$ cat src/rtl/rob_commit_queue_if.sv
// rtl/rob_commit_queue_if.sv - dispatcher/CDB/commit bundle of the reorder buffer
interface rob_commit_queue_if #(
    parameter int ROB_ID_W = 5
);
    logic                alloc_valid_in;
    logic [4:0]          alloc_rd_in;
    logic                alloc_is_br_in;
    logic                alloc_pred_in;
    logic [31:0]         alloc_pc_in;
    logic [ROB_ID_W-1:0] alloc_id_out;
    logic                full_out;
    logic                rdy_in;

    logic                wb_valid_in;
    logic [ROB_ID_W-1:0] wb_id_in;
    logic [31:0]         wb_value_in;
    logic                wb_taken_in;
    logic [31:0]         wb_target_in;

    logic [ROB_ID_W-1:0] query1_id_in;
    logic                ready1_out;
    logic [31:0]         value1_out;
    logic [ROB_ID_W-1:0] query2_id_in;
    logic                ready2_out;
    logic [31:0]         value2_out;

    logic                commit_flag_out;
    logic [4:0]          rd_out;
    logic [31:0]         V_out;
    logic [ROB_ID_W-1:0] Q_out;
    logic [31:0]         commit_pc_out;
    logic                rollback_flag_out;
    logic [31:0]         redirect_pc_out;

    modport master (
        output alloc_valid_in, alloc_rd_in, alloc_is_br_in, alloc_pred_in, alloc_pc_in, rdy_in,
        output wb_valid_in, wb_id_in, wb_value_in, wb_taken_in, wb_target_in,
        output query1_id_in, query2_id_in,
        input  alloc_id_out, full_out, ready1_out, value1_out, ready2_out, value2_out,
        input  commit_flag_out, rd_out, V_out, Q_out, commit_pc_out,
        input  rollback_flag_out, redirect_pc_out
    );

    modport slave (
        input  alloc_valid_in, alloc_rd_in, alloc_is_br_in, alloc_pred_in, alloc_pc_in, rdy_in,
        input  wb_valid_in, wb_id_in, wb_value_in, wb_taken_in, wb_target_in,
        input  query1_id_in, query2_id_in,
        output alloc_id_out, full_out, ready1_out, value1_out, ready2_out, value2_out,
        output commit_flag_out, rd_out, V_out, Q_out, commit_pc_out,
        output rollback_flag_out, redirect_pc_out
    );
endinterface

$ cat src/rtl/rob_commit_queue.sv
// rtl/rob_commit_queue.sv - in-order reorder buffer with CDB fill, operand lookup and commit/rollback
module rob_commit_queue #(
    parameter int ROB_DEPTH = 16,
    parameter int ROB_ID_W  = 5
) (
    input  logic              clk_in,
    input  logic              rst_in,
    rob_commit_queue_if.slave bus
);
    localparam int IDX_W = ROB_ID_W - 1;
    typedef logic [IDX_W-1:0]    idx_t;
    typedef logic [ROB_ID_W-1:0] tag_t;

    localparam tag_t DEPTH_TAG = tag_t'(ROB_DEPTH);

    // Per-slot control bits live in packed vectors so next-state can be built combinationally.
    logic [ROB_DEPTH-1:0] busy_q, busy_d;
    logic [ROB_DEPTH-1:0] ready_q, ready_d;
    logic [ROB_DEPTH-1:0] is_br_q, is_br_d;
    logic [ROB_DEPTH-1:0] pred_q, pred_d;
    logic [ROB_DEPTH-1:0] taken_q, taken_d;

    logic [4:0]  rd_mem_q     [ROB_DEPTH];
    logic [31:0] pc_mem_q     [ROB_DEPTH];
    logic [31:0] value_mem_q  [ROB_DEPTH];
    logic [31:0] target_mem_q [ROB_DEPTH];

    idx_t head_q, head_d;
    idx_t tail_q, tail_d;
    tag_t count_q, count_d;

    logic        commit_flag_q, commit_flag_d;
    logic [4:0]  rd_out_q, rd_out_d;
    logic [31:0] v_out_q, v_out_d;
    tag_t        q_out_q, q_out_d;
    logic [31:0] commit_pc_q, commit_pc_d;
    logic        rollback_q, rollback_d;
    logic [31:0] redirect_q, redirect_d;

    logic full;
    logic wb_tag_ok;
    idx_t wb_idx;
    logic wb_hit;
    logic commit_ok;
    logic mispredict;
    logic alloc_ok;
    logic wb_ok;

    assign full      = (count_q == DEPTH_TAG);
    assign wb_tag_ok = (bus.wb_id_in != '0) && (bus.wb_id_in <= DEPTH_TAG);
    assign wb_idx    = idx_t'(bus.wb_id_in - tag_t'(1));
    assign wb_hit    = bus.wb_valid_in && wb_tag_ok && busy_q[wb_idx];

    assign commit_ok  = bus.rdy_in && (count_q != '0) && busy_q[head_q] && ready_q[head_q];
    assign mispredict = commit_ok && is_br_q[head_q] && (taken_q[head_q] != pred_q[head_q]);
    // The flush on a mispredict edge wins over anything younger arriving on that same edge.
    assign alloc_ok   = bus.rdy_in && bus.alloc_valid_in && !full && !mispredict;
    assign wb_ok      = bus.rdy_in && wb_hit && !mispredict;

    always_comb begin
        busy_d        = busy_q;
        ready_d       = ready_q;
        is_br_d       = is_br_q;
        pred_d        = pred_q;
        taken_d       = taken_q;
        head_d        = head_q;
        tail_d        = tail_q;
        count_d       = count_q;
        commit_flag_d = 1'b0;
        rollback_d    = 1'b0;
        rd_out_d      = rd_out_q;
        v_out_d       = v_out_q;
        q_out_d       = q_out_q;
        commit_pc_d   = commit_pc_q;
        redirect_d    = redirect_q;

        if (alloc_ok) begin
            busy_d[tail_q]  = 1'b1;
            ready_d[tail_q] = 1'b0;
            is_br_d[tail_q] = bus.alloc_is_br_in;
            pred_d[tail_q]  = bus.alloc_pred_in;
            tail_d          = tail_q + 1'b1;
        end

        if (wb_ok) begin
            ready_d[wb_idx] = 1'b1;
            taken_d[wb_idx] = bus.wb_taken_in;
        end

        if (commit_ok) begin
            commit_flag_d  = 1'b1;
            rd_out_d       = is_br_q[head_q] ? 5'd0 : rd_mem_q[head_q];
            v_out_d        = value_mem_q[head_q];
            q_out_d        = tag_t'(head_q) + tag_t'(1);
            commit_pc_d    = pc_mem_q[head_q];
            busy_d[head_q] = 1'b0;
            head_d         = head_q + 1'b1;
        end

        count_d = count_q + tag_t'(alloc_ok) - tag_t'(commit_ok);

        if (mispredict) begin
            rollback_d = 1'b1;
            redirect_d = taken_q[head_q] ? target_mem_q[head_q] : (pc_mem_q[head_q] + 32'd4);
            busy_d     = '0;
            head_d     = '0;
            tail_d     = '0;
            count_d    = '0;
        end
    end

    always_ff @(posedge clk_in or negedge rst_in) begin
        if (!rst_in) begin
            busy_q        <= '0;
            ready_q       <= '0;
            is_br_q       <= '0;
            pred_q        <= '0;
            taken_q       <= '0;
            head_q        <= '0;
            tail_q        <= '0;
            count_q       <= '0;
            commit_flag_q <= 1'b0;
            rd_out_q      <= '0;
            v_out_q       <= '0;
            q_out_q       <= '0;
            commit_pc_q   <= '0;
            rollback_q    <= 1'b0;
            redirect_q    <= '0;
        end else begin
            busy_q        <= busy_d;
            ready_q       <= ready_d;
            is_br_q       <= is_br_d;
            pred_q        <= pred_d;
            taken_q       <= taken_d;
            head_q        <= head_d;
            tail_q        <= tail_d;
            count_q       <= count_d;
            commit_flag_q <= commit_flag_d;
            rd_out_q      <= rd_out_d;
            v_out_q       <= v_out_d;
            q_out_q       <= q_out_d;
            commit_pc_q   <= commit_pc_d;
            rollback_q    <= rollback_d;
            redirect_q    <= redirect_d;
        end
    end

    // Payload storage needs no reset: busy/ready gate every read that matters.
    always_ff @(posedge clk_in) begin
        if (alloc_ok) begin
            rd_mem_q[tail_q] <= bus.alloc_rd_in;
            pc_mem_q[tail_q] <= bus.alloc_pc_in;
        end
        if (wb_ok) begin
            value_mem_q[wb_idx]  <= bus.wb_value_in;
            target_mem_q[wb_idx] <= bus.wb_target_in;
        end
    end

    tag_t        q_id  [2];
    logic        q_rdy [2];
    logic [31:0] q_val [2];

    assign q_id[0] = bus.query1_id_in;
    assign q_id[1] = bus.query2_id_in;

    // A same-cycle CDB hit bypasses storage so dispatch never misses a result in flight.
    always_comb begin
        for (int k = 0; k < 2; k++) begin
            q_rdy[k] = 1'b0;
            q_val[k] = '0;
            if ((q_id[k] != '0) && (q_id[k] <= DEPTH_TAG)) begin
                if (wb_hit && (bus.wb_id_in == q_id[k])) begin
                    q_rdy[k] = 1'b1;
                    q_val[k] = bus.wb_value_in;
                end else if (ready_q[idx_t'(q_id[k] - tag_t'(1))]) begin
                    q_rdy[k] = 1'b1;
                    q_val[k] = value_mem_q[idx_t'(q_id[k] - tag_t'(1))];
                end
            end
        end
    end

    assign bus.ready1_out = q_rdy[0];
    assign bus.value1_out = q_val[0];
    assign bus.ready2_out = q_rdy[1];
    assign bus.value2_out = q_val[1];

    assign bus.alloc_id_out      = tag_t'(tail_q) + tag_t'(1);
    assign bus.full_out          = full;
    assign bus.commit_flag_out   = commit_flag_q;
    assign bus.rd_out            = rd_out_q;
    assign bus.V_out             = v_out_q;
    assign bus.Q_out             = q_out_q;
    assign bus.commit_pc_out     = commit_pc_q;
    assign bus.rollback_flag_out = rollback_q;
    assign bus.redirect_pc_out   = redirect_q;
endmodule

$ cat src/flat_wrapper.sv
// flat-port wrapper written by rule: the top's interface ports become plain ports
module rob_commit_queue_flat 
#(
    parameter int ROB_DEPTH = 16,
    parameter int ROB_ID_W  = 5
)
  (clk_in, rst_in, bus_alloc_valid_in, bus_alloc_rd_in, bus_alloc_is_br_in, bus_alloc_pred_in, bus_alloc_pc_in, bus_rdy_in, bus_wb_valid_in, bus_wb_id_in, bus_wb_value_in, bus_wb_taken_in, bus_wb_target_in, bus_query1_id_in, bus_query2_id_in, bus_alloc_id_out, bus_full_out, bus_ready1_out, bus_value1_out, bus_ready2_out, bus_value2_out, bus_commit_flag_out, bus_rd_out, bus_V_out, bus_Q_out, bus_commit_pc_out, bus_rollback_flag_out, bus_redirect_pc_out);
  rob_commit_queue_if #(.ROB_ID_W(ROB_ID_W)) bus_i ();
  input  logic clk_in;
  input  logic rst_in;
  input wire logic [$bits(bus_i.alloc_valid_in)-1:0] bus_alloc_valid_in;
  input wire logic [$bits(bus_i.alloc_rd_in)-1:0] bus_alloc_rd_in;
  input wire logic [$bits(bus_i.alloc_is_br_in)-1:0] bus_alloc_is_br_in;
  input wire logic [$bits(bus_i.alloc_pred_in)-1:0] bus_alloc_pred_in;
  input wire logic [$bits(bus_i.alloc_pc_in)-1:0] bus_alloc_pc_in;
  input wire logic [$bits(bus_i.rdy_in)-1:0] bus_rdy_in;
  input wire logic [$bits(bus_i.wb_valid_in)-1:0] bus_wb_valid_in;
  input wire logic [$bits(bus_i.wb_id_in)-1:0] bus_wb_id_in;
  input wire logic [$bits(bus_i.wb_value_in)-1:0] bus_wb_value_in;
  input wire logic [$bits(bus_i.wb_taken_in)-1:0] bus_wb_taken_in;
  input wire logic [$bits(bus_i.wb_target_in)-1:0] bus_wb_target_in;
  input wire logic [$bits(bus_i.query1_id_in)-1:0] bus_query1_id_in;
  input wire logic [$bits(bus_i.query2_id_in)-1:0] bus_query2_id_in;
  output wire logic [$bits(bus_i.alloc_id_out)-1:0] bus_alloc_id_out;
  output wire logic [$bits(bus_i.full_out)-1:0] bus_full_out;
  output wire logic [$bits(bus_i.ready1_out)-1:0] bus_ready1_out;
  output wire logic [$bits(bus_i.value1_out)-1:0] bus_value1_out;
  output wire logic [$bits(bus_i.ready2_out)-1:0] bus_ready2_out;
  output wire logic [$bits(bus_i.value2_out)-1:0] bus_value2_out;
  output wire logic [$bits(bus_i.commit_flag_out)-1:0] bus_commit_flag_out;
  output wire logic [$bits(bus_i.rd_out)-1:0] bus_rd_out;
  output wire logic [$bits(bus_i.V_out)-1:0] bus_V_out;
  output wire logic [$bits(bus_i.Q_out)-1:0] bus_Q_out;
  output wire logic [$bits(bus_i.commit_pc_out)-1:0] bus_commit_pc_out;
  output wire logic [$bits(bus_i.rollback_flag_out)-1:0] bus_rollback_flag_out;
  output wire logic [$bits(bus_i.redirect_pc_out)-1:0] bus_redirect_pc_out;
  assign bus_i.alloc_valid_in = bus_alloc_valid_in;
  assign bus_i.alloc_rd_in = bus_alloc_rd_in;
  assign bus_i.alloc_is_br_in = bus_alloc_is_br_in;
  assign bus_i.alloc_pred_in = bus_alloc_pred_in;
  assign bus_i.alloc_pc_in = bus_alloc_pc_in;
  assign bus_i.rdy_in = bus_rdy_in;
  assign bus_i.wb_valid_in = bus_wb_valid_in;
  assign bus_i.wb_id_in = bus_wb_id_in;
  assign bus_i.wb_value_in = bus_wb_value_in;
  assign bus_i.wb_taken_in = bus_wb_taken_in;
  assign bus_i.wb_target_in = bus_wb_target_in;
  assign bus_i.query1_id_in = bus_query1_id_in;
  assign bus_i.query2_id_in = bus_query2_id_in;
  assign bus_alloc_id_out = bus_i.alloc_id_out;
  assign bus_full_out = bus_i.full_out;
  assign bus_ready1_out = bus_i.ready1_out;
  assign bus_value1_out = bus_i.value1_out;
  assign bus_ready2_out = bus_i.ready2_out;
  assign bus_value2_out = bus_i.value2_out;
  assign bus_commit_flag_out = bus_i.commit_flag_out;
  assign bus_rd_out = bus_i.rd_out;
  assign bus_V_out = bus_i.V_out;
  assign bus_Q_out = bus_i.Q_out;
  assign bus_commit_pc_out = bus_i.commit_pc_out;
  assign bus_rollback_flag_out = bus_i.rollback_flag_out;
  assign bus_redirect_pc_out = bus_i.redirect_pc_out;
  rob_commit_queue #(.ROB_DEPTH(ROB_DEPTH), .ROB_ID_W(ROB_ID_W)) u_core (.clk_in(clk_in), .rst_in(rst_in), .bus(bus_i));
endmodule
$ cat config.mk
export PLATFORM = sky130hd
export DESIGN_NAME = rob_commit_queue_flat
export DESIGN_NICKNAME = d
export VERILOG_FILES = /design/src/rtl/rob_commit_queue_if.sv /design/src/rtl/rob_commit_queue.sv /design/src/flat_wrapper.sv
export SDC_FILE = /design/constraint.sdc
export NUM_CORES = 2
export LEC_CHECK = 0
export BUFFER_PORTS_ARGS = -buffer_cell sky130_fd_sc_hd__buf_2
export CAP_MARGIN = 10
export CORE_MARGIN = 5
export CORE_UTILIZATION = 56
export DETAILED_ROUTE_END_ITERATION = 8
export PLACE_DENSITY_LB_ADDON = 0.1
export SYNTH_ARGS = -nofsm -noshare
export SYNTH_HDL_FRONTEND = slang
export SYNTH_SLANG_ARGS = --single-unit
$ cat constraint.sdc
create_clock -name clk_in -period 5.8 [get_ports clk_in]
set_input_delay 0.87 -clock clk_in [delete_from_list [all_inputs] [get_ports clk_in]]
set_output_delay 0.87 -clock clk_in [all_outputs]
set_load 0.005 [all_outputs]
==> flow_results.org <==
** Global route
- First-pass GRT wire length :: 309000 um
- Entering global routing, the biggest net connects 110 pins.
- For this run the aggregate overflow at the end of global routing stands at 0.
- For this run, the total global-route usage over all layers was measured as 29.1%.
- The via count of the first global-routing pass was 42400.
- The initial antenna violation count is 29.

** Drt
- Routed length per instance :: 34.5 um
- DRC violations left :: 0
- The detailed router finished its first iteration with 4905 violations.
- In the routed layout, each cell is associated on average with a via count of 6.84.
- First-pass DRT Iterations :: 5
- Vias after detailed routing :: 42400
- Number of nets with antenna violations after detailed routing :: 0
- Final wirelength :: 213000 um

** CTS
- Clock tree from TritonCTS :: yes
- Count of hold buffers inserted by post-cts repair :: 0
- After clock tree synthesis, the clock-pin slew on the worst setup and hold paths is 0.06 ns.
- The tree is rooted in a sky130_fd_sc_hd__clkbuf_16.
- The H-tree was split into 4 levels.
- Number of cells upsized or downsized after cts :: 0
- Post-CTS setup repair buffer count :: 0
- At the later pin of the worst-skew pair, clock insertion delay measures 0.82 ns.
- The clock net in this run drives a total of 1817 sinks.
- The clock passes through at most 3 buffers.
- TritonCTS Buffers :: 183

** Cells and area
- Post-synthesis to final-layout area growth :: 13.2%
- Leaving out fill and tap cells, the most frequent cell in the layout is sky130_fd_sc_hd__edfxtp_1.
- Fraction of final layout cells with drive strength greater than 1 :: 39.3%
- Utilization after layout :: 63.6%
- Fill cell total of the finished layout :: 9615
- Storage cell area :: 53600 um2
- The library cells used most frequently in the layout, excluding fill and tap cells, are sky130_fd_sc_hd__edfxtp_1, sky130_fd_sc_hd__mux4_2, sky130_fd_sc_hd__buf_2.
- Multi-input combinational cell area :: 24700 um2
- Area of all placed cells without fillers :: 89700 um2
- After the last flow step, the layout net total stands at 4280.

** Floorplan
- Width of the die :: 386 um
- Number of top-level pins :: 304
- Starting density of the core :: 56.2%
- Row count :: 138
- The floorplan step defined a die boundary enclosing 149000 um2.
- CORE AREA :: 141000 um2
- Measured along the y axis, the die boundary spans 386 um.

** Timing
- Number of pins with negative max-slew slack in the final report :: 0
- Setup repair after global routing left no endpoint under its margin.
- Static timing analysis puts the maximum clock frequency at 201 MHz.
- The final critical path takes up 85.8% of the cycle.
- Minimum clock period after layout :: 4.97 ns
- Final number of hold-violating endpoints :: 0
- Headroom to the max-slew limit came out at 33.7%.
- TNS Setup :: 0 ns
- Setup violations remaining at the end of the flow were counted as 0.
- Post-route worst hold slack :: 0.0706 ns
- Final worst slack :: 0.826 ns
- Between clock sinks in the finished design, the worst skew comes to 0.0351 ns.
- For the pin with the worst max-slew slack, the measured transition is 0.991 ns.

** Setup path
- Critical path required time :: 4.93 ns
- STA classifies the critical path endpoint as an output port.
- Category of the worst setup path launch point :: input pin
- Worst Setup SP :: bus_query2_id_in[0]
- By startpoint and endpoint, the worst setup path is classified as input pin to output port.
- WP data arrival :: 4.10 ns
- Of all nets on the critical path, the largest fanout is 59.
- Worst r2r src :: u_core.head_q[0]

** Yosys
- For this run, asynchronously set or reset flops after synthesis account for 11.1%.
- The Yosys step of the flow raised 0 warnings.
- After synthesis the netlist holds a flip-flop and latch count of 1817.
- Number of distinct library cells after synthesis :: 63
- Gate count of the mapped netlist :: 3777
- For this run, the leading register cell type out of synthesis is sky130_fd_sc_hd__edfxtp_1.
- Number of nets in the synthesized netlist :: 3926
- Mapped Area :: 79300 um2
- Of the synthesized area, sequential elements account for 67.6%.
- Averaged over all synthesized cells, the footprint is 21.0 um2.
- In this run, synthesis inferred 1616 flip-flops with an integrated enable.

** Placement
- Worst slack at placement :: 0.897 ns
- The placed instances occupy a cell area of 83700 um2.
- Once detailed placement completed, the half-perimeter wirelength came to 124000 um.
- Number of input and output port buffers inserted :: 303
- The congestion estimate from routability-driven global placement came to 0.819.

** Pwr
- Leakage Power :: 0.0296 uW
- In this run the power density over the cells is 434 nW/um2.
- Across the VDD grid, the largest voltage drop is 0.373 mV.

** Status
- Status :: finished clean

** Hold path
- Hold crit path type :: input pin to async pin

** Flow run
- Max capacitance violation total :: 0
==> registers in the layout, indices dropped and copies added, names as in the netlist, 32 cells and up <==
register and flops:
u_core.bus.V_out 32, u_core.bus.commit_pc_out 32, u_core.bus.redirect_pc_out 32, u_core.pc_mem_q 512, u_core.rd_mem_q 80, u_core.target_mem_q 512, u_core.value_mem_q 512
==> routing by layer <==
| layer | track usage [%] | vias up | routed length [um] |
|---|---|---|---|
| met5 | 0 | - | 141 |
| met4 | 7.91 | 20 | 5880 |
| met3 | 6.39 | 384 | 20200 |
| met2 | 45.3 | 2283 | 102000 |
| met1 | 42.7 | 22800 | 84800 |
| li1 | - | 16900 | - |
==> synth_stat cells (11+ instances only) <==
| cell type | n | area [um2] |
|---|---|---|
| sky130_fd_sc_hd__buf_4 | 25 | 188 |
| sky130_fd_sc_hd__a31oi_1 | 12 | 75.1 |
| sky130_fd_sc_hd__a21oi_1 | 24 | 120 |
| sky130_fd_sc_hd__nand2_1 | 97 | 364 |
| sky130_fd_sc_hd__nand4_1 | 11 | 68.8 |
| sky130_fd_sc_hd__mux4_2 | 803 | 18100 |
| sky130_fd_sc_hd__ha_1 | 24 | 300 |
| sky130_fd_sc_hd__xor2_1 | 35 | 307 |
| sky130_fd_sc_hd__o21ai_0 | 64 | 320 |
| sky130_fd_sc_hd__buf_1 | 35 | 131 |
| sky130_fd_sc_hd__a22oi_1 | 54 | 405 |
| sky130_fd_sc_hd__mux2i_1 | 116 | 1160 |
| sky130_fd_sc_hd__xnor2_1 | 18 | 158 |
| sky130_fd_sc_hd__nor2_1 | 127 | 477 |
| sky130_fd_sc_hd__mux2_2 | 110 | 1240 |
| sky130_fd_sc_hd__inv_1 | 35 | 131 |
| sky130_fd_sc_hd__buf_2 | 77 | 385 |
| sky130_fd_sc_hd__edfxtp_1 | 1616 | 48500 |
| sky130_fd_sc_hd__o221ai_1 | 15 | 131 |
| sky130_fd_sc_hd__dfrtp_1 | 201 | 5030 |
| sky130_fd_sc_hd__o22ai_1 | 15 | 93.8 |
| sky130_fd_sc_hd__nand3_1 | 28 | 140 |
| sky130_fd_sc_hd__clkbuf_1 | 113 | 424 |
==> cell families (layout without fill, tap and decap cells) <==
| kind of cell | Yosys count | after routing | share of synthesized area (%) |
|---|---|---|---|
| buffers and inverters | 294 | 806 | 1.68 |
| AOI/OAI and AO/OA | 234 | 234 | 1.98 |
| and+or+nand+nor | 325 | 325 | 1.93 |
| other | 0 | 13 | 0 |
| xor gates and xnor gates | 53 | 53 | 0.586 |
| DFF | 1817 | 1817 | 67.6 |
| muxes | 1029 | 1029 | 25.8 |
| adders and majority gates | 25 | 25 | 0.404 |
==> final cells by class <==
class	count	share of cell area (%)
Inverter	39	0.169
Tap cell	1890	2.64
Antenna cell	13	0.0363
Timing Repair Buffer	424	3.28
Clock buffer	239	5.57
Clock inverter	104	1.09
Multi-Input combinational cell	1666	27.5
Sequential cell	1817	59.7
==> worst max-delay path, stage by stage <==
cell and delay, ns:
sky130_fd_sc_hd__buf_8 0.34, sky130_fd_sc_hd__inv_1 0.18, sky130_fd_sc_hd__ha_4 0.48, sky130_fd_sc_hd__buf_12 0.35, sky130_fd_sc_hd__mux4_2 0.39, sky130_fd_sc_hd__mux4_2 0.50, sky130_fd_sc_hd__mux2i_1 0.60, sky130_fd_sc_hd__nor2_1 0.08
sky130_fd_sc_hd__buf_2 0.16
==> stage by stage <==
step	instances	power, uW
final	6192	39000
after global routing	6184	40500
after CTS	6179	39300
after detailed placement	5836	27600
after global placement	5836	27600
after floorplan	3777	23500
==> power by group <==
| part | total [uW] | leakage (uW) | internal [uW] | switching, uW |
|---|---|---|---|---|
| Clock | 11700 | 0.00291 | 6680 | 5010 |
| Combinational | 11500 | 0.00963 | 5220 | 6250 |
| Sequential | 15800 | 0.0171 | 15100 | 705 |
==> final timing paths <==
check / cells past startpoint / slack [ns] / endpoint
worst max-delay path: 9 / 0.83 / bus_value2_out[24]
worst min-delay path: 1 / 0.07 / u_core.count_q[1]
worst max register to register: 10 / 1.04 / u_core.is_br_q[11]
worst min register to register: 1 / 0.49 / u_core.bus.redirect_pc_out[27]
max in group asynchronous: 2 / 4.45 / u_core.bus.V_out[21]
min in group clk_in: 1 / 0.43 / u_core.target_mem_q[9][2]
(Power assumes the default switching activity.)
